**src/rtl/rtc_timekeeper.sv**
```systemverilog
// rtl/rtc_timekeeper.sv - hh:mm:ss timekeeper with load, 12/24h display, day counter and alarm
module rtc_timekeeper #(
    parameter int SEC_PER_MIN = 60,
    parameter int MIN_PER_HR  = 60,
    parameter int HRS_PER_DAY = 24,
    parameter int DAY_W       = 16
) (
    input  logic             clk_1Hz,
    input  logic             reset,
    input  logic             run,
    input  logic             mode_12h,
    input  logic             load,
    input  logic [4:0]       load_hrs,
    input  logic [5:0]       load_min,
    input  logic [5:0]       load_sec,
    input  logic             alarm_en,
    input  logic             alarm_wr,
    input  logic [4:0]       alarm_hrs_in,
    input  logic [5:0]       alarm_min_in,
    input  logic             alarm_ack,
    output logic [5:0]       sec,
    output logic [5:0]       min,
    output logic [4:0]       hrs,
    output logic [4:0]       disp_hrs,
    output logic             pm,
    output logic             min_tick,
    output logic             hr_tick,
    output logic             day_tick,
    output logic [DAY_W-1:0] day_cnt,
    output logic             load_err,
    output logic             alarm_flag
);

    // Largest legal value of each field; comparing with <= keeps every compare at field width.
    localparam logic [5:0] SEC_MAX = 6'(SEC_PER_MIN - 1);
    localparam logic [5:0] MIN_MAX = 6'(MIN_PER_HR - 1);
    localparam logic [4:0] HRS_MAX = 5'(HRS_PER_DAY - 1);
    localparam logic [DAY_W-1:0] DAY_ONE = {{(DAY_W-1){1'b0}}, 1'b1};

    logic [4:0] alarm_hrs;
    logic [5:0] alarm_min;
    logic       load_ok;
    logic       count;
    logic       sec_wrap;
    logic       min_wrap;
    logic       hrs_wrap;
    logic [5:0] sec_nxt;
    logic [5:0] min_nxt;
    logic [4:0] hrs_nxt;
    logic       alarm_hit;

    // Cascaded increment of the time fields and the alarm match on the time being entered.
    always_comb begin
        load_ok  = (load_sec <= SEC_MAX) && (load_min <= MIN_MAX) && (load_hrs <= HRS_MAX);
        count    = run && !load;
        sec_wrap = (sec == SEC_MAX);
        min_wrap = sec_wrap && (min == MIN_MAX);
        hrs_wrap = min_wrap && (hrs == HRS_MAX);
        sec_nxt  = sec_wrap ? 6'd0 : sec + 6'd1;
        min_nxt  = min_wrap ? 6'd0 : (sec_wrap ? min + 6'd1 : min);
        hrs_nxt  = hrs_wrap ? 5'd0 : (min_wrap ? hrs + 5'd1 : hrs);
        // Seconds land on zero exactly when they wrap; out-of-range alarm fields never equal a legal time.
        alarm_hit = count && alarm_en && sec_wrap
                    && (min_nxt == alarm_min) && (hrs_nxt == alarm_hrs);
    end

    // Time, day counter and one-cycle pulses; load takes priority over counting.
    always_ff @(posedge clk_1Hz or posedge reset) begin
        if (reset) begin
            sec      <= 6'd0;
            min      <= 6'd0;
            hrs      <= 5'd0;
            day_cnt  <= '0;
            min_tick <= 1'b0;
            hr_tick  <= 1'b0;
            day_tick <= 1'b0;
            load_err <= 1'b0;
        end else begin
            min_tick <= 1'b0;
            hr_tick  <= 1'b0;
            day_tick <= 1'b0;
            load_err <= 1'b0;
            if (load) begin
                if (load_ok) begin
                    sec <= load_sec;
                    min <= load_min;
                    hrs <= load_hrs;
                end else begin
                    load_err <= 1'b1;
                end
            end else if (run) begin
                sec      <= sec_nxt;
                min      <= min_nxt;
                hrs      <= hrs_nxt;
                min_tick <= sec_wrap;
                hr_tick  <= min_wrap;
                day_tick <= hrs_wrap;
                if (hrs_wrap) begin
                    day_cnt <= day_cnt + DAY_ONE;
                end
            end
        end
    end

    // Alarm registers and sticky flag; a hit outranks an acknowledge on the same edge.
    always_ff @(posedge clk_1Hz or posedge reset) begin
        if (reset) begin
            alarm_hrs  <= 5'd0;
            alarm_min  <= 6'd0;
            alarm_flag <= 1'b0;
        end else begin
            if (alarm_wr) begin
                alarm_hrs <= alarm_hrs_in;
                alarm_min <= alarm_min_in;
            end
            if (alarm_hit) begin
                alarm_flag <= 1'b1;
            end else if (alarm_ack) begin
                alarm_flag <= 1'b0;
            end
        end
    end

    // Display formatting straight from the 24h hours register.
    always_comb begin
        disp_hrs = hrs;
        pm       = 1'b0;
        if (mode_12h) begin
            pm = (hrs >= 5'd12);
            if (hrs == 5'd0) begin
                disp_hrs = 5'd12;
            end else if (hrs > 5'd12) begin
                disp_hrs = hrs - 5'd12;
            end
        end
    end

endmodule

```
**config.mk**
```make
export PLATFORM = sky130hd
export DESIGN_NAME = rtc_timekeeper
export DESIGN_NICKNAME = d
export VERILOG_FILES = /design/src/rtl/rtc_timekeeper.sv
export SDC_FILE = /design/constraint.sdc
export NUM_CORES = 1
export LEC_CHECK = 0
export BUFFER_PORTS_ARGS = -buffer_cell sky130_fd_sc_hd__buf_4
export CAP_MARGIN = 20
export CORE_UTILIZATION = 35
export DETAILED_ROUTE_END_ITERATION = 10
export GPL_TIMING_DRIVEN = 0
export HOLD_SLACK_MARGIN = 0.03
export PLACE_DENSITY = 0.65
export REMOVE_ABC_BUFFERS = 1
export SLEW_MARGIN = 20
export SYNTH_ARGS = -nofsm -noshare
export SYNTH_HDL_FRONTEND = slang
export SYNTH_SLANG_ARGS = --single-unit
```
**constraint.sdc**
```tcl
create_clock -name clk_1Hz -period 3.3 [get_ports clk_1Hz]
set_clock_uncertainty 0.15 [all_clocks]
set_input_delay 0.495 -clock clk_1Hz [delete_from_list [all_inputs] [get_ports clk_1Hz]]
set_output_delay 0.495 -clock clk_1Hz [all_outputs]
set_load 0.1 [all_outputs]
```
==> tab_implementation.tex, run 1 <==
\begin{tabular}{lr}
\hline
Metric & Value \\
\hline
\multicolumn{2}{l}{\textbf{Clock network}} \\
Source-to-sink clock delay at the later pin of the worst-skew pair & 0.30 ns \\
Clk pin slew, worst setup/hold paths & 0.10 ns \\
Number of buffers on the longest clock path & 2 \\
Post-CTS Hold Buffers & 0 \\
H-tree depth & 2 \\
CTS tree & built \\
Clk sink count & 49 \\
Cts bufs inserted & 5 \\
Root buffer cell & sky130\_fd\_sc\_hd\_\_clkbuf\_8 \\
Post-CTS Repair Setup Buffers & 0 \\
\multicolumn{2}{l}{\textbf{Floorplanning}} \\
Core box area & 0.008341 mm2 \\
Die outline area & 0.009140 mm2 \\
Die width & 95.61 um \\
Die boundary height & 95.61 um \\
Initial Utilization & 0.3677 \\
Number of cell rows & 33 \\
Top Ports & 80 \\
\multicolumn{2}{l}{\textbf{Timing}} \\
Final setup vio count & 0 \\
Post-route minimum period & 2.981 ns \\
Period utilization & 0.9032 \\
Slew at the pin closest to its max-slew limit & 0.7343 ns \\
Max-Slew Margin vs Limit & 0.5104 \\
Final max-slew violation count & 0 \\
Unrepaired setup endpoints after global routing & false \\
Maximum frequency from static timing analysis & 335.5 MHz \\
Number of endpoints with negative hold slack in the final report & 0 \\
\multicolumn{2}{l}{\textbf{GRT}} \\
Aggregate global-route resource usage & 0.1924 \\
Global-route wire length before repair & 13.48 mm \\
Global route overflow & 0 \\
Vias in the first global route & 2,660 \\
Maximum number of pins on one net before global-route repair & 32 \\
Initial antenna violation count & 0 \\
\multicolumn{2}{l}{\textbf{Pwr}} \\
Static leakage & 1.772 nW \\
Peak supply drop & 0.0003500 V \\
Pwr Density & 522.5 mW/mm2 \\
Final Total Pwr & 0.002019 W \\
\multicolumn{2}{l}{\textbf{Finish}} \\
Register area & 0.001226 mm2 \\
Area taken by multi-input logic gates & 0.001749 mm2 \\
Ratio of cells with drive above 1 in the final layout & 0.3015 \\
Layout area overhead & 25.99\% \\
Total inserted antenna cells & 0 \\
Net count reported at finish & 441 \\
Count of filler cells inserted in the layout & 830 \\
Count of placed standard cells in the final layout, fillers left out & 503 \\
\multicolumn{2}{l}{\textbf{Synthesis}} \\
Total standard cell area after synthesis & 0.003067 mm2 \\
Synthesis-stage register bit count & 49 \\
Adder and majority gate portion of the synthesized area & 0.03264 \\
Unique cell type count in the Yosys netlist & 62 \\
Share of synthesized area spent on multiplexers & 0.05386 \\
Share of flip-flops with an asynchronous set or reset after synthesis & 1.000 \\
Number of enable-type register cells in the synthesized netlist & 0 \\
Number of instances in the synthesized netlist & 321 \\
Portion of the post-synthesis area used by sequential elements & 0.3998 \\
Dominant synthesized flop cell & sky130\_fd\_sc\_hd\_\_dfrtp\_1 \\
Synthesized-area fraction occupied by ao, oa, aoi and oai cells & 0.1665 \\
Synthesized-area fraction occupied by and/or/nand/nor cells & 0.2489 \\
Fraction of synthesized cell area in xor and xnor cells & 0.06569 \\
Dominant combinational cell family by area after synthesis & simple AND/OR/NAND/NOR gates \\
Average size of a mapped cell & 9.554 um2 \\
Warnings from Yosys & 0 \\
\multicolumn{2}{l}{\textbf{Worst setup path}} \\
Startpoint types & register \\
Worst Path Class, Setup & register to register \\
Type of element capturing the critical path & register \\
Endpoint arrival time on the critical path & 3.04 ns \\
CP Max Fanout & 11 \\
Required time at the endpoint of the critical path & 3.36 ns \\
\multicolumn{2}{l}{\textbf{Placed design}} \\
Final estimated routing congestion in global placement & 0.8636 \\
Number of port buffers & 79 \\
Post-detailed-placement half-perimeter wirelength & 6.285 mm \\
Cell count after placement & 495 \\
\multicolumn{2}{l}{\textbf{Detailed routing}} \\
WL/cell & 16.30 um \\
Via density & 5.511 \\
DRT iter0 DRCs & 146 \\
Via count & 2,772 \\
Number of design rule violations left after detail routing & 0 \\
Count of antenna-violating nets left after detailed routing & 0 \\
Number of iterations in the first detailed-routing pass & 4 \\
Final WL & 8.199 mm \\
\multicolumn{2}{l}{\textbf{Min path}} \\
Worst min-delay path category & input port to asynchronous set/reset pin \\
\multicolumn{2}{l}{\textbf{Job}} \\
\# Max-Cap Violations & 0 \\
\multicolumn{2}{l}{\textbf{Outcome}} \\
Run status & finished, final reports clean \\
\hline
\end{tabular}
[worst max-delay path, cell delays in order (launching register included)]
cell and delay (ns):
sky130_fd_sc_hd__dfrtp_1 0.59, sky130_fd_sc_hd__inv_1 0.20, sky130_fd_sc_hd__ha_1 0.26, sky130_fd_sc_hd__nand3_1 0.20
sky130_fd_sc_hd__nor4b_4 0.42, sky130_fd_sc_hd__mux2i_1 0.24, sky130_fd_sc_hd__o22ai_1 0.10, sky130_fd_sc_hd__or4_1 0.50
sky130_fd_sc_hd__o31ai_2 0.25
[flip-flops by register name, summed over array words and instances (netlist names)]
name / count
alarm_hrs: 5
min_tick: 1
alarm_min: 6
load_err: 1
day_cnt: 16
day_tick: 1
min: 6
hrs: 5
hr_tick: 1
sec: 6
alarm_flag: 1
[per-layer routing]
metal / routed length (um) / track usage / vias to the layer above
met5: 0 / 0 / -
met4: 180 / 0.06592 / 0
met3: 523 / 0.03429 / 15
met2: 3772 / 0.2964 / 98
met1: 3722 / 0.2709 / 1325
li1: - / - / 1334
[cells in the final DEF (no fill, tap or decap), types with 3 or more instances in the layout]
cell                       count
sky130_fd_sc_hd__nor4_4        3
sky130_fd_sc_hd__nand2_1      26
sky130_fd_sc_hd__a31oi_1       4
sky130_fd_sc_hd__nand3_1      15
sky130_fd_sc_hd__a21oi_1      17
sky130_fd_sc_hd__xor2_1        9
sky130_fd_sc_hd__inv_1        13
sky130_fd_sc_hd__nand4_1      10
sky130_fd_sc_hd__ha_1          8
sky130_fd_sc_hd__nor2_1       19
sky130_fd_sc_hd__buf_4        79
sky130_fd_sc_hd__mux2_2       12
sky130_fd_sc_hd__o22ai_1       4
sky130_fd_sc_hd__nor2b_1       7
sky130_fd_sc_hd__and2_1        4
sky130_fd_sc_hd__clkbuf_8      5
sky130_fd_sc_hd__xnor2_1      14
sky130_fd_sc_hd__nor4_1        3
sky130_fd_sc_hd__o211ai_1      4
sky130_fd_sc_hd__o21ai_0      19
sky130_fd_sc_hd__nand2b_1      5
sky130_fd_sc_hd__mux2i_1       3
sky130_fd_sc_hd__a22oi_1       5
sky130_fd_sc_hd__dfrtp_1      49
sky130_fd_sc_hd__nor3_1        6
sky130_fd_sc_hd__and3_1        4
[through the flow]
stage	instance area [um2]	setup TNS (ns)	worst slack, ns	hold WS, ns	util
after floorplan	3019	-2.911	-1.233	0.3510	-
after global placement	3744	0	0.2579	0.3087	0.4488
after CTS	3855	0	0.1835	0.04977	0.4622
final	3864	0	0.3193	0.04028	0.4632
after global routing	3864	0	0.1472	0.06074	0.4632
after detailed placement	3764	0	0.2013	0.3348	0.4512
[final cells by class]
cell class / instances / share of cell area
clock buffer: 5 / 0.01781
inverter: 14 / 0.01360
tap: 105 / 0.03400
sequential: 49 / 0.3174
clock inverter: 3 / 0.005829
timing repair buffer: 80 / 0.1587
multi-input combinational: 247 / 0.4527
[logic make-up (layout without fill, tap and decap cells)]
group / after synthesis / in the layout
XOR/XNOR: 23 / 23
adder cells (fa/ha/maj): 8 / 8
multiplexers: 15 / 15
AND/OR/NAND/NOR: 123 / 123
buffers and inverters: 25 / 102
AO/OA/AOI/OAI: 78 / 78
flip-flops: 49 / 49
[power by group]
part | leakage, nW | switching (W) | internal, W | total (W)
clock | 0.0481 | 0.000213 | 0.000151 | 0.000363
combinational | 1.12 | 0.000654 | 0.000240 | 0.000893
sequential | 0.600 | 0.000109 | 0.000653 | 0.000762
[final timing paths]
| kind | startpoint | end | slack, ns | depth (start not counted) |
|---|---|---|---|---|
| min in group clk_1Hz | alarm_min_in[1] | alarm_min[1]$_DFFE_PP0P_ | 0.26 | 2 |
| setup reg to reg | hrs[3]$_DFFE_PP0P_ | alarm_flag$_DFFE_PP0P_ | 0.32 | 8 |
| setup / recovery | hrs[3]$_DFFE_PP0P_ | alarm_flag$_DFFE_PP0P_ | 0.32 | 8 |
| max in group asynchronous | reset | alarm_flag$_DFFE_PP0P_ | 2.45 | 3 |
| hold reg to reg | day_cnt[15]$_DFFE_PP0P_ | day_cnt[15]$_DFFE_PP0P_ | 0.35 | 1 |
| hold / removal | reset | alarm_min[0]$_DFFE_PP0P_ | 0.04 | 2 |
[Yosys cell counts, types with 3 or more instances]
master                     instances  area [um2]
sky130_fd_sc_hd__nor4_4            3       63.81
sky130_fd_sc_hd__o21ai_0          19       95.09
sky130_fd_sc_hd__a31oi_1           4       25.02
sky130_fd_sc_hd__nand4_1          10       62.56
sky130_fd_sc_hd__nand2b_1          5       31.28
sky130_fd_sc_hd__o22ai_1           4       25.02
sky130_fd_sc_hd__nand2_1          26       97.59
sky130_fd_sc_hd__xnor2_1          14       122.6
sky130_fd_sc_hd__ha_1              8       100.1
sky130_fd_sc_hd__dfrtp_1          49        1226
sky130_fd_sc_hd__nor3_1            6       30.03
sky130_fd_sc_hd__nor2b_1           7       43.79
sky130_fd_sc_hd__a21oi_1          17       85.08
sky130_fd_sc_hd__clkbuf_1          8       30.03
sky130_fd_sc_hd__mux2_2           12       135.1
sky130_fd_sc_hd__nor4_1            3       18.77
sky130_fd_sc_hd__o211ai_1          4       30.03
sky130_fd_sc_hd__inv_1            14       52.55
sky130_fd_sc_hd__and3_1            4       25.02
sky130_fd_sc_hd__xor2_1            9       78.83
sky130_fd_sc_hd__nand3_1          15       75.07
sky130_fd_sc_hd__nor2_1           19       71.32
sky130_fd_sc_hd__and2_1            4       25.02
sky130_fd_sc_hd__a22oi_1           5       37.54
sky130_fd_sc_hd__mux2i_1           3       30.03
[repair_timing]
action,CTS,global route
hold endpoints to repair,0,0
gates resized for setup,0,1
setup endpoints to repair,0,1
Power figures use the tool's default switching activity.
==> run 2, diff against run 1 <==
CAP_MARGIN = 10   (was 20)
CORE_ASPECT_RATIO = 1.75   (was unset)
CORE_MARGIN = 1   (was unset)
==> tab_implementation.tex, run 2 (synthesized netlist as in run 1, its figures left out) <==
\begin{tabular}{lr}
\hline
Metric & Value \\
\hline
\multicolumn{2}{l}{\textbf{Finish}} \\
Leading cell type in the layout, fill and taps excluded & sky130\_fd\_sc\_hd\_\_buf\_4 \\
Commonest cells after routing, fill and taps aside & sky130\_fd\_sc\_hd\_\_buf\_4 (79), sky130\_fd\_sc\_hd\_\_dfrtp\_1 (49), sky130\_fd\_sc\_hd\_\_nand2\_1 (26) \\
Total inserted antenna cells & 0 \\
Largest register FFs & 16 \\
Layout area overhead & 28.76\% \\
Ratio of cells with drive above 1 in the final layout & 0.2990 \\
Net count reported at finish & 441 \\
Reg with most FFs & day\_cnt \\
Count of placed standard cells in the final layout, fillers left out & 513 \\
Finished layout cell area & 0.003949 mm2 \\
\multicolumn{2}{l}{\textbf{GRT}} \\
Initial antenna violation count & 0 \\
Global-route wire length before repair & 13.90 mm \\
Vias in the first global route & 2,803 \\
Global route overflow & 0 \\
Maximum number of pins on one net before global-route repair & 32 \\
Aggregate global-route resource usage & 0.1981 \\
\multicolumn{2}{l}{\textbf{Outcome}} \\
Run status & finished, final reports clean \\
\multicolumn{2}{l}{\textbf{Placed design}} \\
Number of port buffers & 79 \\
Final estimated routing congestion in global placement & 0.8812 \\
Post-detailed-placement half-perimeter wirelength & 6.544 mm \\
Placed standard-cell area & 0.003776 mm2 \\
Cell count after placement & 505 \\
Post-Place Worst Slack & 0.2457 ns \\
\multicolumn{2}{l}{\textbf{Worst setup path}} \\
Reg2reg end & alarm\_flag\$\_DFFE\_PP0P\_ \\
CP Max Fanout & 11 \\
Type of element capturing the critical path & register \\
Required time at the endpoint of the critical path & 3.36 ns \\
Sum of buffers and inverters on the critical path & 1 \\
Count of cells along the worst register-to-register path & 8 \\
CP cell instances & inv\_1 > ha\_1 > nand3\_1 > nor4b\_2 > mux2i\_1 > o22ai\_1 > or4\_1 > o31ai\_2 \\
Endpoint arrival time on the critical path & 3.12 ns \\
Worst Path Class, Setup & register to register \\
Launch instance of the worst register-to-register path & hrs[3]\$\_DFFE\_PP0P\_ \\
R2r setup slk & 0.23 ns \\
Startpoint types & register \\
Kind of cell adding the most delay to the critical path & simple AND/OR/NAND/NOR gates \\
Slowest cell on the critical path & sky130\_fd\_sc\_hd\_\_nor4b\_2 \\
Slowest cell delay on critical path & 0.59 ns \\
\multicolumn{2}{l}{\textbf{Clock network}} \\
Number of cells upsized or downsized after cts & 0 \\
CTS tree & built \\
Post-CTS Repair Setup Buffers & 0 \\
Number of buffers on the longest clock path & 2 \\
Source-to-sink clock delay at the later pin of the worst-skew pair & 0.29 ns \\
Post-CTS Hold Buffers & 0 \\
Clk sink count & 49 \\
Cts bufs inserted & 5 \\
Root buffer cell & sky130\_fd\_sc\_hd\_\_clkbuf\_16 \\
Clk pin slew, worst setup/hold paths & 0.07 ns \\
H-tree depth & 2 \\
\multicolumn{2}{l}{\textbf{Timing}} \\
Period utilization & 0.9291 \\
Slew at the pin closest to its max-slew limit & 0.7750 ns \\
Post-route minimum period & 3.066 ns \\
Number of endpoints with negative hold slack in the final report & 0 \\
Maximum frequency from static timing analysis & 326.2 MHz \\
Worst hold slack & 0.05177 ns \\
Max-Slew Margin vs Limit & 0.4833 \\
Final max-slew violation count & 0 \\
Unrepaired setup endpoints after global routing & false \\
Final setup vio count & 0 \\
Final critical-path setup slack & 0.2340 ns \\
\multicolumn{2}{l}{\textbf{Pwr}} \\
Pwr Density & 571.9 mW/mm2 \\
Peak supply drop & 0.0004214 V \\
Static leakage & 1.800 nW \\
\multicolumn{2}{l}{\textbf{Detailed routing}} \\
WL/cell & 16.46 um \\
Final WL & 8.445 mm \\
DRT iter0 DRCs & 110 \\
Via density & 5.304 \\
Via count & 2,721 \\
Number of iterations in the first detailed-routing pass & 4 \\
Count of antenna-violating nets left after detailed routing & 0 \\
Number of design rule violations left after detail routing & 0 \\
\multicolumn{2}{l}{\textbf{Floorplanning}} \\
Die boundary height & 125.8 um \\
Number of cell rows & 44 \\
Initial Utilization & 0.3641 \\
Top Ports & 80 \\
Die outline area & 0.009155 mm2 \\
Die width & 72.76 um \\
Core box area & 0.008423 mm2 \\
\multicolumn{2}{l}{\textbf{Job}} \\
\# Max-Cap Violations & 0 \\
\multicolumn{2}{l}{\textbf{Min path}} \\
Worst min-delay path category & input port to asynchronous set/reset pin \\
\hline
\end{tabular}
## run 2: changes by cell type in the layout (fill, tap and decap cells not counted), sizes merged
cell    previous run  this run
clkinv             3         0
clkbuf             5         7
bufinv             0         1
## run 2: cell type report
cell class,count,area (um2)
Fill cell,844,4474
Inverter,14,52.55
Clock buffer,7,142.6
Tap cell,115,143.9
Multi-Input combinational cell,247,1740
Sequential cell,49,1226
Timing Repair Buffer,80,613.1
Clock inverter,1,30.03
## run 2: worst register-to-register path, cell delays in order (launching register included)
cell and delay (ns):
sky130_fd_sc_hd__dfrtp_1 0.55, sky130_fd_sc_hd__inv_1 0.17, sky130_fd_sc_hd__ha_1 0.25, sky130_fd_sc_hd__nand3_1 0.20, sky130_fd_sc_hd__nor4b_2 0.59, sky130_fd_sc_hd__mux2i_1 0.25, sky130_fd_sc_hd__o22ai_1 0.09, sky130_fd_sc_hd__or4_1 0.51
sky130_fd_sc_hd__o31ai_2 0.22
## run 2: routing by layer
metal / vias to the layer above / GRT usage / share of wire
met3: 14 / 0.03200 / 0.048
met5: - / 0 / 0
met4: 0 / 0.08997 / 0.027
li1: 1328 / - / -
met1: 1302 / 0.2039 / 0.36
met2: 77 / 0.3760 / 0.56
## run 2: worst max path at each step
stage,startpoint,end,slack (ns),cells after the start
final,hrs[3]$_DFFE_PP0P_,alarm_flag$_DFFE_PP0P_,0.23,8
after global routing,hrs[3]$_DFFE_PP0P_,alarm_flag$_DFFE_PP0P_,0.03,8
after CTS,hrs[3]$_DFFE_PP0P_,alarm_flag$_DFFE_PP0P_,0.23,8
after detailed placement,hrs[3]$_DFFE_PP0P_,alarm_flag$_DFFE_PP0P_,0.25,8
after global placement,hrs[3]$_DFFE_PP0P_,alarm_flag$_DFFE_PP0P_,0.28,8
after floorplan,hrs[3]$_DFFE_PP0P_,disp_hrs[3],-1.23,5
## run 2: per-stage QoR
| stage | util | power, W | TNS [ns] |
|---|---|---|---|
| 6_report | 0.4688 | 0.002258 | 0 |
| 5_1_grt | 0.4688 | 0.002357 | 0 |
| 4_1_cts | 0.4688 | 0.002277 | 0 |
| 3_5_place_dp | 0.4483 | 0.001669 | 0 |
| 3_3_place_gp | 0.4459 | 0.001658 | 0 |
| 2_1_floorplan | - | 0.001429 | -2.911 |
## run 2: power by group
group | total [W] | switching [W] | internal [W]
logic | 0.000893 | 0.000655 | 0.000239
clock network | 0.000601 | 0.000222 | 0.000379
registers | 0.000764 | 0.000110 | 0.000654
==> run 3, diff against run 2 <==
PLACE_DENSITY = 0.64   (was 0.65)
==> tab_implementation.tex, run 3 (synthesized netlist as in run 1, its figures left out) <==
\begin{tabular}{lr}
\hline
Metric & Value \\
\hline
\multicolumn{2}{l}{\textbf{Outcome}} \\
Run status & finished, final reports clean \\
\multicolumn{2}{l}{\textbf{Floorplanning}} \\
Top Ports & 80 \\
Core box area & 0.008423 mm2 \\
Die outline area & 0.009155 mm2 \\
Initial Utilization & 0.3641 \\
Die boundary height & 125.8 um \\
Number of cell rows & 44 \\
Die width & 72.76 um \\
\multicolumn{2}{l}{\textbf{Worst setup path}} \\
Count of cells along the worst register-to-register path & 8 \\
Endpoint arrival time on the critical path & 2.96 ns \\
Required time at the endpoint of the critical path & 3.36 ns \\
Slowest cell delay on critical path & 0.58 ns \\
Startpoint types & register \\
Worst Path Class, Setup & register to register \\
CP Max Fanout & 11 \\
CP cell instances & inv\_1 > ha\_1 > nand3\_1 > nor4b\_4 > mux2i\_1 > o22ai\_1 > or4\_1 > o31ai\_2 \\
Reg2reg end & alarm\_flag\$\_DFFE\_PP0P\_ \\
Slowest cell on the critical path & sky130\_fd\_sc\_hd\_\_dfrtp\_1 \\
R2r setup slk & 0.40 ns \\
Launch instance of the worst register-to-register path & hrs[3]\$\_DFFE\_PP0P\_ \\
Type of element capturing the critical path & register \\
\multicolumn{2}{l}{\textbf{Timing}} \\
Period utilization & 0.8797 \\
Final max-slew violation count & 0 \\
Number of endpoints with negative hold slack in the final report & 0 \\
Maximum frequency from static timing analysis & 344.5 MHz \\
Unrepaired setup endpoints after global routing & false \\
Slew at the pin closest to its max-slew limit & 0.7653 ns \\
Post-route minimum period & 2.903 ns \\
Final critical-path setup slack & 0.3971 ns \\
Final setup vio count & 0 \\
Max-Slew Margin vs Limit & 0.4898 \\
Worst hold slack & 0.03324 ns \\
Total Neg Setup Slack & 0 ns \\
\multicolumn{2}{l}{\textbf{Clock network}} \\
Cts bufs inserted & 5 \\
Post-CTS Hold Buffers & 0 \\
CTS tree & built \\
Root buffer cell & sky130\_fd\_sc\_hd\_\_clkbuf\_16 \\
Number of buffers on the longest clock path & 2 \\
Number of cells upsized or downsized after cts & 0 \\
Post-CTS Repair Setup Buffers & 0 \\
Clk pin slew, worst setup/hold paths & 0.07 ns \\
Clk sink count & 49 \\
H-tree depth & 2 \\
Source-to-sink clock delay at the later pin of the worst-skew pair & 0.30 ns \\
\multicolumn{2}{l}{\textbf{Pwr}} \\
Sequential power share & 0.351 \\
Pwr Density & 555.3 mW/mm2 \\
Share of power burned in the clock network & 0.240 \\
Switching part of the total & 0.4615 \\
Peak supply drop & 0.0004193 V \\
Internal power summed over all cells & 0.001176 W \\
Static leakage & 1.794 nW \\
Combinational share of power & 0.409 \\
Switching power & 0.001007 W \\
\multicolumn{2}{l}{\textbf{Placed design}} \\
Placed standard-cell area & 0.003776 mm2 \\
Number of port buffers & 79 \\
Post-detailed-placement half-perimeter wirelength & 6.561 mm \\
Final estimated routing congestion in global placement & 0.8757 \\
Post-Place Worst Slack & 0.2625 ns \\
\multicolumn{2}{l}{\textbf{Detailed routing}} \\
DRT iter0 DRCs & 82 \\
Via count & 2,748 \\
Final WL & 8.520 mm \\
Count of antenna-violating nets left after detailed routing & 0 \\
Number of design rule violations left after detail routing & 0 \\
WL/cell & 16.61 um \\
Number of iterations in the first detailed-routing pass & 4 \\
Via density & 5.357 \\
\multicolumn{2}{l}{\textbf{Finish}} \\
Count of filler cells inserted in the layout & 827 \\
Ratio of cells with drive above 1 in the final layout & 0.3015 \\
Finished layout cell area & 0.003931 mm2 \\
Area taken by multi-input logic gates & 0.001749 mm2 \\
Commonest cells after routing, fill and taps aside & sky130\_fd\_sc\_hd\_\_buf\_4 (79), sky130\_fd\_sc\_hd\_\_dfrtp\_1 (49), sky130\_fd\_sc\_hd\_\_nand2\_1 (26) \\
Layout area overhead & 28.19\% \\
Net count reported at finish & 441 \\
Reg with most FFs & day\_cnt \\
Largest register FFs & 16 \\
Total inserted antenna cells & 0 \\
Register area & 0.001226 mm2 \\
Leading cell type in the layout, fill and taps excluded & sky130\_fd\_sc\_hd\_\_buf\_4 \\
\multicolumn{2}{l}{\textbf{GRT}} \\
Global-route wire length before repair & 14.25 mm \\
GR Util met3 & 0.03200 \\
Global-route track usage on met1 & 0.2210 \\
Vias in the first global route & 2,835 \\
Aggregate global-route resource usage & 0.2017 \\
Global routing met2 resource utilization & 0.3727 \\
Maximum number of pins on one net before global-route repair & 35 \\
Busiest layer in global routing & met2 \\
Global route overflow & 0 \\
Initial antenna violation count & 0 \\
\multicolumn{2}{l}{\textbf{Job}} \\
\# Max-Cap Violations & 0 \\
\multicolumn{2}{l}{\textbf{Min path}} \\
Worst min-delay path category & input port to asynchronous set/reset pin \\
\hline
\end{tabular}
## run 3: worst max-delay path by stage
stage	start	end	slack [ns]
global placement	hrs[3]$_DFFE_PP0P_	alarm_flag$_DFFE_PP0P_	0.27
CTS	hrs[3]$_DFFE_PP0P_	alarm_flag$_DFFE_PP0P_	0.24
global route	hrs[3]$_DFFE_PP0P_	alarm_flag$_DFFE_PP0P_	0.23
floorplan	hrs[3]$_DFFE_PP0P_	disp_hrs[3]	-1.23
finish	hrs[3]$_DFFE_PP0P_	alarm_flag$_DFFE_PP0P_	0.40
detailed placement	hrs[3]$_DFFE_PP0P_	alarm_flag$_DFFE_PP0P_	0.26
## run 3: cell type report
class | count | area share
multi-input cells | 247 | 0.4449
clock inverters | 3 | 0.005411
flip-flops and latches | 49 | 0.3119
inverters | 14 | 0.01337
repair buffers | 80 | 0.1560
well taps | 115 | 0.03660
clock buffers | 5 | 0.03183
## run 3: power groups by stage
stage                     clock network, W  registers, W  logic [W]
after global routing              0.000558      0.000778   0.000945
final                             0.000524      0.000766   0.000893
after CTS                         0.000535      0.000764   0.000895
after detailed placement                 0      0.000775   0.000893
after global placement                   0      0.000772   0.000884
after floorplan                          0       0.00104   0.000392
## run 3: per-layer routing
metal  vias up  share of wire
li1       1331              -
met1      1316           0.38
met2        87           0.54
met3        14          0.049
met4         0          0.032
met5         -              0
## run 3: per-stage QoR
stage	util	total power, W	cells
finish	0.4667	0.002183	513
global route	0.4667	0.002281	513
CTS	0.4657	0.002194	513
detailed placement	0.4483	0.001668	505
global placement	0.4459	0.001656	504
floorplan	-	0.001429	310
## run 3: worst max-delay path: cells and delay by family (launching register included)
| kind | cells | cell delay (ns) |
|---|---|---|
| AND/OR/NAND/NOR | 3 | 1.12 |
| flip-flops | 1 | 0.58 |
| AO/OA/AOI/OAI | 2 | 0.31 |
| adder cells (fa/ha/maj) | 1 | 0.25 |
| multiplexers | 1 | 0.23 |
| buffers and inverters | 1 | 0.18 |
